--- config.mk ---
export PLATFORM = sky130hd
export DESIGN_NAME = mem_ctrl
export DESIGN_NICKNAME = d
export VERILOG_FILES = /design/src/rtl/mem_ctrl.sv
export SDC_FILE = /design/constraint.sdc
export NUM_CORES = 1
export LEC_CHECK = 0
export CAP_MARGIN = 0
export CORE_AREA = 2 2 135 137
export CTS_CLUSTER_DIAMETER = 120
export DETAILED_ROUTE_END_ITERATION = 10
export DIE_AREA = 0 0 137 139
export PLACE_DENSITY = 0.79
export SLEW_MARGIN = 20
export SYNTH_ARGS = -nofsm -noshare
export SYNTH_HDL_FRONTEND = slang
export SYNTH_SLANG_ARGS = --single-unit
--- constraint.sdc ---
create_clock -name clk -period 3.54 [get_ports clk]
set_clock_uncertainty 0.05 [all_clocks]
set_input_delay 1.062 -clock clk [delete_from_list [all_inputs] [get_ports clk]]
set_output_delay 1.062 -clock clk [all_outputs]
set_load 0.02 [all_outputs]
--- src/rtl/mem_ctrl.sv ---
// Purpose: serialises 32-bit fetch / LSB requests onto a byte-wide RAM/IO port.
// Latency: N-byte read done at t0+N+2, N-byte write done at t0+N+1 (t0 = IDLE sample cycle).
// Backpressure: rdy=0 freezes everything; IO writes hold while UART buffer is full (MEMCTRL_IO_STALL_EN).
//
// Ports: clk/rst (async active-low)/rdy global control; jump_wrong flush;
//        mem_din/mem_dout/mem_a/mem_wr byte-wide RAM port; io_buffer_full UART status;
//        if_read_signal/if_addr/if_data/if_done fetch side;
//        lsb_read_signal/lsb_write_signal/requiring_length/mem_addr/to_mem_data/
//        from_mem_data/lsb_done load/store side.
// Build option: define MEMCTRL_IO_STALL_EN to stall IO-region stores on io_buffer_full.
module mem_ctrl #(
  parameter logic [1:0] IO_SEL = 2'b11
) (
  input  logic        clk,
  input  logic        rst,
  input  logic        rdy,
  input  logic        jump_wrong,
  input  logic [7:0]  mem_din,
  output logic [7:0]  mem_dout,
  output logic [31:0] mem_a,
  output logic        mem_wr,
  input  logic        io_buffer_full,
  input  logic        if_read_signal,
  input  logic [31:0] if_addr,
  output logic [31:0] if_data,
  output logic        if_done,
  input  logic        lsb_read_signal,
  input  logic        lsb_write_signal,
  input  logic [2:0]  requiring_length,
  input  logic [31:0] mem_addr,
  input  logic [31:0] to_mem_data,
  output logic [31:0] from_mem_data,
  output logic        lsb_done
);

  typedef enum logic [2:0] {
    S_IDLE,
    S_IF_READ,
    S_LSB_READ,
    S_LSB_WRITE,
    S_DONE
  } state_t;

  state_t      state, state_nxt;
  logic [31:0] base_addr;
  logic [31:0] wdata;
  logic [31:0] rbuf;
  logic [31:0] cap_word;
  logic [31:0] cur_addr;
  logic [2:0]  len;
  logic [2:0]  cnt;
  logic [2:0]  req_len;
  logic        done_is_if;
  logic        io_stall;
  logic [7:0]  wbyte;

  assign cur_addr = base_addr + {29'd0, cnt};
  assign req_len  = requiring_length[2] ? 3'd4 : (requiring_length[1] ? 3'd2 : 3'd1);

  // Bit 0 of the length is implied by the other two bits.
  logic unused_len0;
  assign unused_len0 = requiring_length[0];

`ifdef MEMCTRL_IO_STALL_EN
  assign io_stall = (state == S_LSB_WRITE) && (cur_addr[17:16] == IO_SEL) && io_buffer_full;
`else
  logic unused_io;
  assign unused_io = io_buffer_full ^ (cur_addr[17:16] == IO_SEL);
  assign io_stall  = 1'b0;
`endif

  always_comb begin
    wbyte = wdata[7:0];
    case (cnt[1:0])
      2'd1:    wbyte = wdata[15:8];
      2'd2:    wbyte = wdata[23:16];
      2'd3:    wbyte = wdata[31:24];
      default: wbyte = wdata[7:0];
    endcase
  end

  // Read data lags its address by one cycle, so with cnt addresses issued
  // the byte arriving now belongs to slot cnt-1.
  always_comb begin
    cap_word = rbuf;
    case (cnt)
      3'd1:    cap_word[7:0]   = mem_din;
      3'd2:    cap_word[15:8]  = mem_din;
      3'd3:    cap_word[23:16] = mem_din;
      3'd4:    cap_word[31:24] = mem_din;
      default: cap_word = rbuf;
    endcase
  end

  always_ff @(posedge clk or negedge rst) begin
    if (!rst) begin
      state <= S_IDLE;
    end else if (rdy) begin
      state <= state_nxt;
    end
  end

  always_comb begin
    state_nxt = state;
    mem_a     = 32'd0;
    mem_wr    = 1'b0;
    mem_dout  = 8'd0;
    if_done   = 1'b0;
    lsb_done  = 1'b0;
    case (state)
      S_IDLE: begin
        // Writes are committed stores, so a flush never blocks them.
        if (lsb_write_signal) begin
          state_nxt = S_LSB_WRITE;
        end else if (!jump_wrong && lsb_read_signal) begin
          state_nxt = S_LSB_READ;
        end else if (!jump_wrong && if_read_signal) begin
          state_nxt = S_IF_READ;
        end
      end
      S_IF_READ, S_LSB_READ: begin
        if (cnt < len) begin
          mem_a = cur_addr;
        end
        if (jump_wrong) begin
          state_nxt = S_IDLE;
        end else if (cnt == len) begin
          state_nxt = S_DONE;
        end
      end
      S_LSB_WRITE: begin
        mem_a = cur_addr;
        if (!io_stall) begin
          mem_wr   = rdy;
          mem_dout = wbyte;
          if (cnt == len - 3'd1) begin
            state_nxt = S_DONE;
          end
        end
      end
      S_DONE: begin
        if_done   = done_is_if;
        lsb_done  = !done_is_if;
        state_nxt = S_IDLE;
      end
      default: state_nxt = S_IDLE;
    endcase
  end

  always_ff @(posedge clk or negedge rst) begin
    if (!rst) begin
      base_addr     <= 32'd0;
      wdata         <= 32'd0;
      rbuf          <= 32'd0;
      len           <= 3'd0;
      cnt           <= 3'd0;
      done_is_if    <= 1'b0;
      if_data       <= 32'd0;
      from_mem_data <= 32'd0;
    end else if (rdy) begin
      case (state)
        S_IDLE: begin
          if (state_nxt != S_IDLE) begin
            cnt        <= 3'd0;
            rbuf       <= 32'd0;
            wdata      <= to_mem_data;
            done_is_if <= (state_nxt == S_IF_READ);
            if (state_nxt == S_IF_READ) begin
              base_addr <= if_addr;
              len       <= 3'd4;
            end else begin
              base_addr <= mem_addr;
              len       <= req_len;
            end
          end
        end
        S_IF_READ, S_LSB_READ: begin
          if (!jump_wrong) begin
            rbuf <= cap_word;
            cnt  <= cnt + 3'd1;
            if (cnt == len) begin
              if (state == S_IF_READ) begin
                if_data <= cap_word;
              end else begin
                from_mem_data <= cap_word;
              end
            end
          end
        end
        S_LSB_WRITE: begin
          if (!io_stall) begin
            cnt <= cnt + 3'd1;
          end
        end
        default: ;
      endcase
    end
  end

endmodule

# Word-level counts from Yosys, hierarchy flattened
# Index checks and enable logic that the tools add are counted.
[totals]
ff_bits = 170
output_inout_bits = 107
in_bits = 115
[op_classes]
bitwise_logic = 2
n_addsub = 3
order_cmp = 1
n_eq_ne = 16
muxes = 28
reduce_logical = 14
[op_table]
columns = ["operator", "count"]
rows = [
  ["$mux W32", 4],
  ["$pmux W32 S2", 2],
  ["$mux W8", 5],
  ["$add A32 B3 Y32", 1],
  ["$mux W3", 10],
  ["$pmux W8 S3", 1],
  ["$pmux W3 S3", 2],
  ["$eq A3 B2 Y1 const B", 4],
  ["$reduce_and A5 Y1", 2],
  ["$eq A3 B1 Y1 const B", 3],
  ["$reduce_and A4 Y1", 2],
  ["$eq A3 B3 Y1", 2],
  ["$eq A3 B3 Y1 const B", 2],
  ["$reduce_bool A3 Y1", 2],
  ["$eq A2 B2 Y1 const B", 2],
  ["$ne A2 B2 Y1 const B", 2],
  ["$add A3 B1 Y3 const B", 1],
  ["$logic_not A3 Y1", 1],
  ["$lt A3 B3 Y1", 1],
  ["$mux W1", 3],
  ["$reduce_and A3 Y1", 1],
  ["$sub A3 B1 Y3 const B", 1],
  ["$eq A2 B1 Y1 const B", 1],
  ["$logic_and A1 B1 Y1", 2],
  ["5 further kinds", 7],
]

# Logic depth before layout (Yosys ltp)
[depth]
depth_word = 9
mapped_depth = 9
ltp_nobuf = 7

# Worst setup path after synthesis
# Ideal clock, no wire load.
[synth_timing]
path_type = "reg2out"
start = "register cnt[0]"
end = "output mem_a[12]"
path_stages_with_launch = 9
slack_ns = 0.188
arrival_time_ns = 2.240
t_required_ns = 2.428
n_path_buf = 1
path_cell_list = "dfrtp_1 > ha_1 > fa_1 > a21o_1 > and4_1 > clkbuf_1 > and4_1 > xnor2_1 > nor2_1"
[synth_via]
elab_chain_cells = 3
word_cells_on_any_way = 4
[synth_lines]
columns = ["element", "line_no", "text"]
rows = [
  ["from (decl)", "51", "logic [2:0] cnt;"],
  ["from (signal assigned)", "180", "cnt <= cnt + 3'd1;"],
  ["from (signal assigned)", "192", "cnt <= cnt + 3'd1;"],
  ["$add A32 B3 Y32 / $lt A3 B3 Y1 (equally long branches)", "57, 122", ""],
  ["$mux W32", "122", "if (cnt < len) begin"],
  ["$pmux W32 S2 (*)", "110", "case (state)"],
  ["to (decl)", "20", "output logic [31:0] mem_a,"],
]
# Every way passes the cells marked *; elsewhere a longest branch is shown, timed or not.

# Final worst setup path
[layout_timing]
start = "register cnt[1]"
end = "output mem_a[31]"
# The elaborated chain is that of the path after synthesis.

==> run metrics <==
Req. time, crit path=around 2400 ps; violation count after the first detailed-routing iteration=586; share of final-layout standard cells stronger than drive strength 1=about 17%; critical path's largest stage delay=between 400 and 500 ps; wire length of the first global-routing pass=between 30 and 40 mm; core region area=approximately 18,000 um2; top cells by count, synth=170 x sky130_fd_sc_hd__dfrtp_1, 90 x sky130_fd_sc_hd__nand2_1, 72 x sky130_fd_sc_hd__mux2_1, 68 x sky130_fd_sc_hd__o21ai_0, 57 x sky130_fd_sc_hd__nor2_1; worst setup timing slack at the placement stage=-177 ps; Critical Path AT=between 2000 and 2500 ps; Port-buffer cells=219; total non-filler cell area in the finished layout=around 12,000 um2; worst setup path category=flip-flop to primary output; sum of negative setup slack=-37.2 ps; Fmax=280 MHz; part of the Yosys area used for sequential elements=between 40% and 50%; portion of synthesized cell area occupied by the leading cell type=between 40% and 50%; worst hold endpoint=from_mem_data[21]; Worst slew margin=46.3%; later-pin clock latency in the skew report=410 ps; cell class contributing the biggest share of worst-path delay=simple AND/OR/NAND/NOR gates; FFs w/ async S/R, synth=between 90% and 100%; Total GRT Usage=between 20% and 30%; fin worst setup slack=-37.2 ps; Die Outline Area=roughly 19,000 um2; Synth Cell Area=roughly 8600 um2; first-pass detailed-route iteration total=5; R2R cell count=9; leading post-synthesis cells by cell area=sky130_fd_sc_hd__dfrtp_1 49%, sky130_fd_sc_hd__mux2_1 9.4%, sky130_fd_sc_hd__o21ai_0 3.9%; vertical extent of the die=139 um; setup slack on the worst flop-to-flop path=between 700 and 800 ps; Hold Vio Cnt, Final=0; highest ir drop seen on vdd=roughly 0.57 mV; post-synthesis to final-layout area growth=39.9%; reg-to-reg startpoint=cnt[0]; Slew @ Worst Pin=806 ps; TritonCTS Sinks=between 150 and 200; Cell Pwr Density=between 900 and 1000 nW/um2; number of max-cap violations=0; synthesized netlist net count=~940; worst min path class=flip-flop to flip-flop; Unique masters post-synth=between 50 and 60; number of nets at the end of the flow=around 1,200; predominant post-synthesis flop cell=sky130_fd_sc_hd__dfrtp_1; number of DRC violations after detailed routing=0; cell with the biggest individual delay on the critical path=sky130_fd_sc_hd__or4_4; final HPWL from detailed placement=between 15 and 20 mm; kind of end point of the critical path=primary output; weighted congestion at the end of routability-driven global placement=0.862; cell taking the most area after synthesis=sky130_fd_sc_hd__dfrtp_1; buffers from clock root to sink, at most=2; Hold Slack=about 430 ps; initial core utilization=roughly half; Via Count=7,207; critical hold path startpoint=from_mem_data[21]; hold buffer count at CTS=0; violations in the final reports=setup timing; Post-Route WL=22.7 mm; Max Slew Vio Count=0; Hold Path Depth=2; placed cell areas=between 10,000 and 15,000 um2; combined buffer and inverter count along the critical path=2; total I/O pin count=approximately 220; clock buffers created by TritonCTS=17; Die X-Extent=137 um; synthesized area per cell=between 10 and 15 um2; minimum period implied by the final worst setup slack=between 3000 and 4000 ps; diode count=0; endpoint of the most critical register-to-register path=base_addr[10]; vias per std cell=5.55; unrepaired setup endpoints after global routing=true; post-synthesis register bit count=170; Final ANT Viol Nets=0; YS warnings=0; number of cells produced by synthesis=about 800; clock tree root buffer cell=sky130_fd_sc_hd__clkbuf_16; Critical Path, Cell by Cell=buf_6 -> ha_4 -> a21o_1 -> a21oi_2 -> or3_4 -> or4_4 -> a21oi_2 -> buf_6; Final setup viols=1; cell with the most instances after synthesis=sky130_fd_sc_hd__dfrtp_1; TritonCTS clock tree=built; final routed wire length divided by cell count=17.5 um; largest net degree at the start of global routing=66; share of the clock period used by the worst path after layout=101%; Worst setup SP type=flip-flop; maximum level of the CTS H-tree=4; clock slew at reported path FFs=roughly 70 ps; Site Rows=slightly below 50; leak pwr=5.29 nW; number of antenna violations at the first check in global routing=0; maximum fanout encountered on the critical timing path=3; status=finished, violations left; vias in the first global route=approximately 7,100; number of enable-type register cells in the synthesized netlist=0; GRT Residual Overflow=0
[routing by layer]
layer	vias to the layer above	GRT usage, %	part of all wire [%]
li1	3397	-	-
met1	3523	31.9	42
met2	261	39.6	49
met3	26	6.25	6.9
met4	0	6.29	1.5
met5	-	0	0
[area by class of cell]
cell class                 count  area, um2
fill                        1394       5590
sequential                   170       4250
multi-input combinational    569       4190
timing repair buffer         282       2600
clock buffer                  19        453
tap                          229        287
clock inverter                12        211
inverter                      18       67.6
[worst reg2reg max path, cell delays in order (launching register included)]
cell                      delay (ps)
sky130_fd_sc_hd__dfrtp_1         410
sky130_fd_sc_hd__buf_4           160
sky130_fd_sc_hd__inv_1           120
sky130_fd_sc_hd__ha_1            260
sky130_fd_sc_hd__and3_1          220
sky130_fd_sc_hd__o21a_1          210
sky130_fd_sc_hd__nor4_4          260
sky130_fd_sc_hd__buf_4           280
sky130_fd_sc_hd__mux2_1          370
sky130_fd_sc_hd__mux2_1          300
[worst max path at each step]
stage / startpoint / to / cells after the start
2_1_floorplan: cnt[0] / mem_a[12] / 8
3_3_place_gp: base_addr[0] / mem_a[24] / 9
3_5_place_dp: base_addr[0] / mem_a[24] / 9
4_1_cts: cnt[1] / mem_a[31] / 8
5_1_grt: cnt[1] / mem_a[31] / 8
6_report: cnt[1] / mem_a[31] / 8
[repair_timing]
action / 4_1_cts / 5_1_grt
resized for setup: 133 / 48
endpoints found under the setup margin: 40 / 34
pin swaps: 3 / 13
gates cloned: 1 / 0
setup buffers: 1 / 1
[layout by cell type, fill, tap and decap left out, types with 9 or more instances in the layout]
cell,instances
sky130_fd_sc_hd__mux2_2,25
sky130_fd_sc_hd__buf_4,63
sky130_fd_sc_hd__a22oi_1,24
sky130_fd_sc_hd__xnor2_1,17
sky130_fd_sc_hd__o2bb2ai_1,24
sky130_fd_sc_hd__nand2_1,90
sky130_fd_sc_hd__and3_1,9
sky130_fd_sc_hd__xor2_1,14
sky130_fd_sc_hd__clkdlybuf4s50_1,178
sky130_fd_sc_hd__mux2_1,72
sky130_fd_sc_hd__o22ai_1,9
sky130_fd_sc_hd__mux2i_1,29
sky130_fd_sc_hd__dfrtp_1,170
sky130_fd_sc_hd__nor2_1,53
sky130_fd_sc_hd__a21oi_1,13
sky130_fd_sc_hd__clkbuf_16,17
sky130_fd_sc_hd__inv_1,18
sky130_fd_sc_hd__buf_2,21
sky130_fd_sc_hd__o21ai_0,68
sky130_fd_sc_hd__ha_1,10
sky130_fd_sc_hd__o21a_1,9
[sequential cells by signal (all words and copies together), names as in the netlist]
name and flops:
base_addr 32, rbuf 32, len 3, state 3, from_mem_data 32, if_data 32
wdata 32, cnt 3, done_is_if 1
[per-stage QoR]
stage / util, % / instances / power, mW
after floorplan: - / 808 / 6.73
after global placement: 64.6 / 1265 / 9.02
after detailed placement: 64.6 / 1265 / 9.18
after CTS: 68.1 / 1298 / 11.2
after global routing: 68.3 / 1299 / 11.9
final: 68.3 / 1299 / 11.2
[report_power, final]
group	total [mW]	switching [mW]	internal [mW]	leakage, nW
registers	3.40	0.598	2.81	2.15
logic	5.70	3.06	2.64	2.82
clock network	2.07	0.771	1.30	0.323
[logic make-up (layout without fill, tap and decap cells)]
| kind of cell | count (synthesis) | count (layout) | share of synthesized area [%] |
|---|---|---|---|
| AND/OR/NAND/NOR | 215 | 215 | 11.7 |
| AO/OA/AOI/OAI | 183 | 183 | 14.2 |
| flip-flops | 170 | 170 | 49.3 |
| multiplexers | 126 | 126 | 16.0 |
| buffers and inverters | 69 | 331 | 3.40 |
| XOR/XNOR | 31 | 31 | 3.15 |
| adder cells (fa/ha/maj) | 14 | 14 | 2.12 |
No activity file was read; power rests on OpenSTA's default activity.
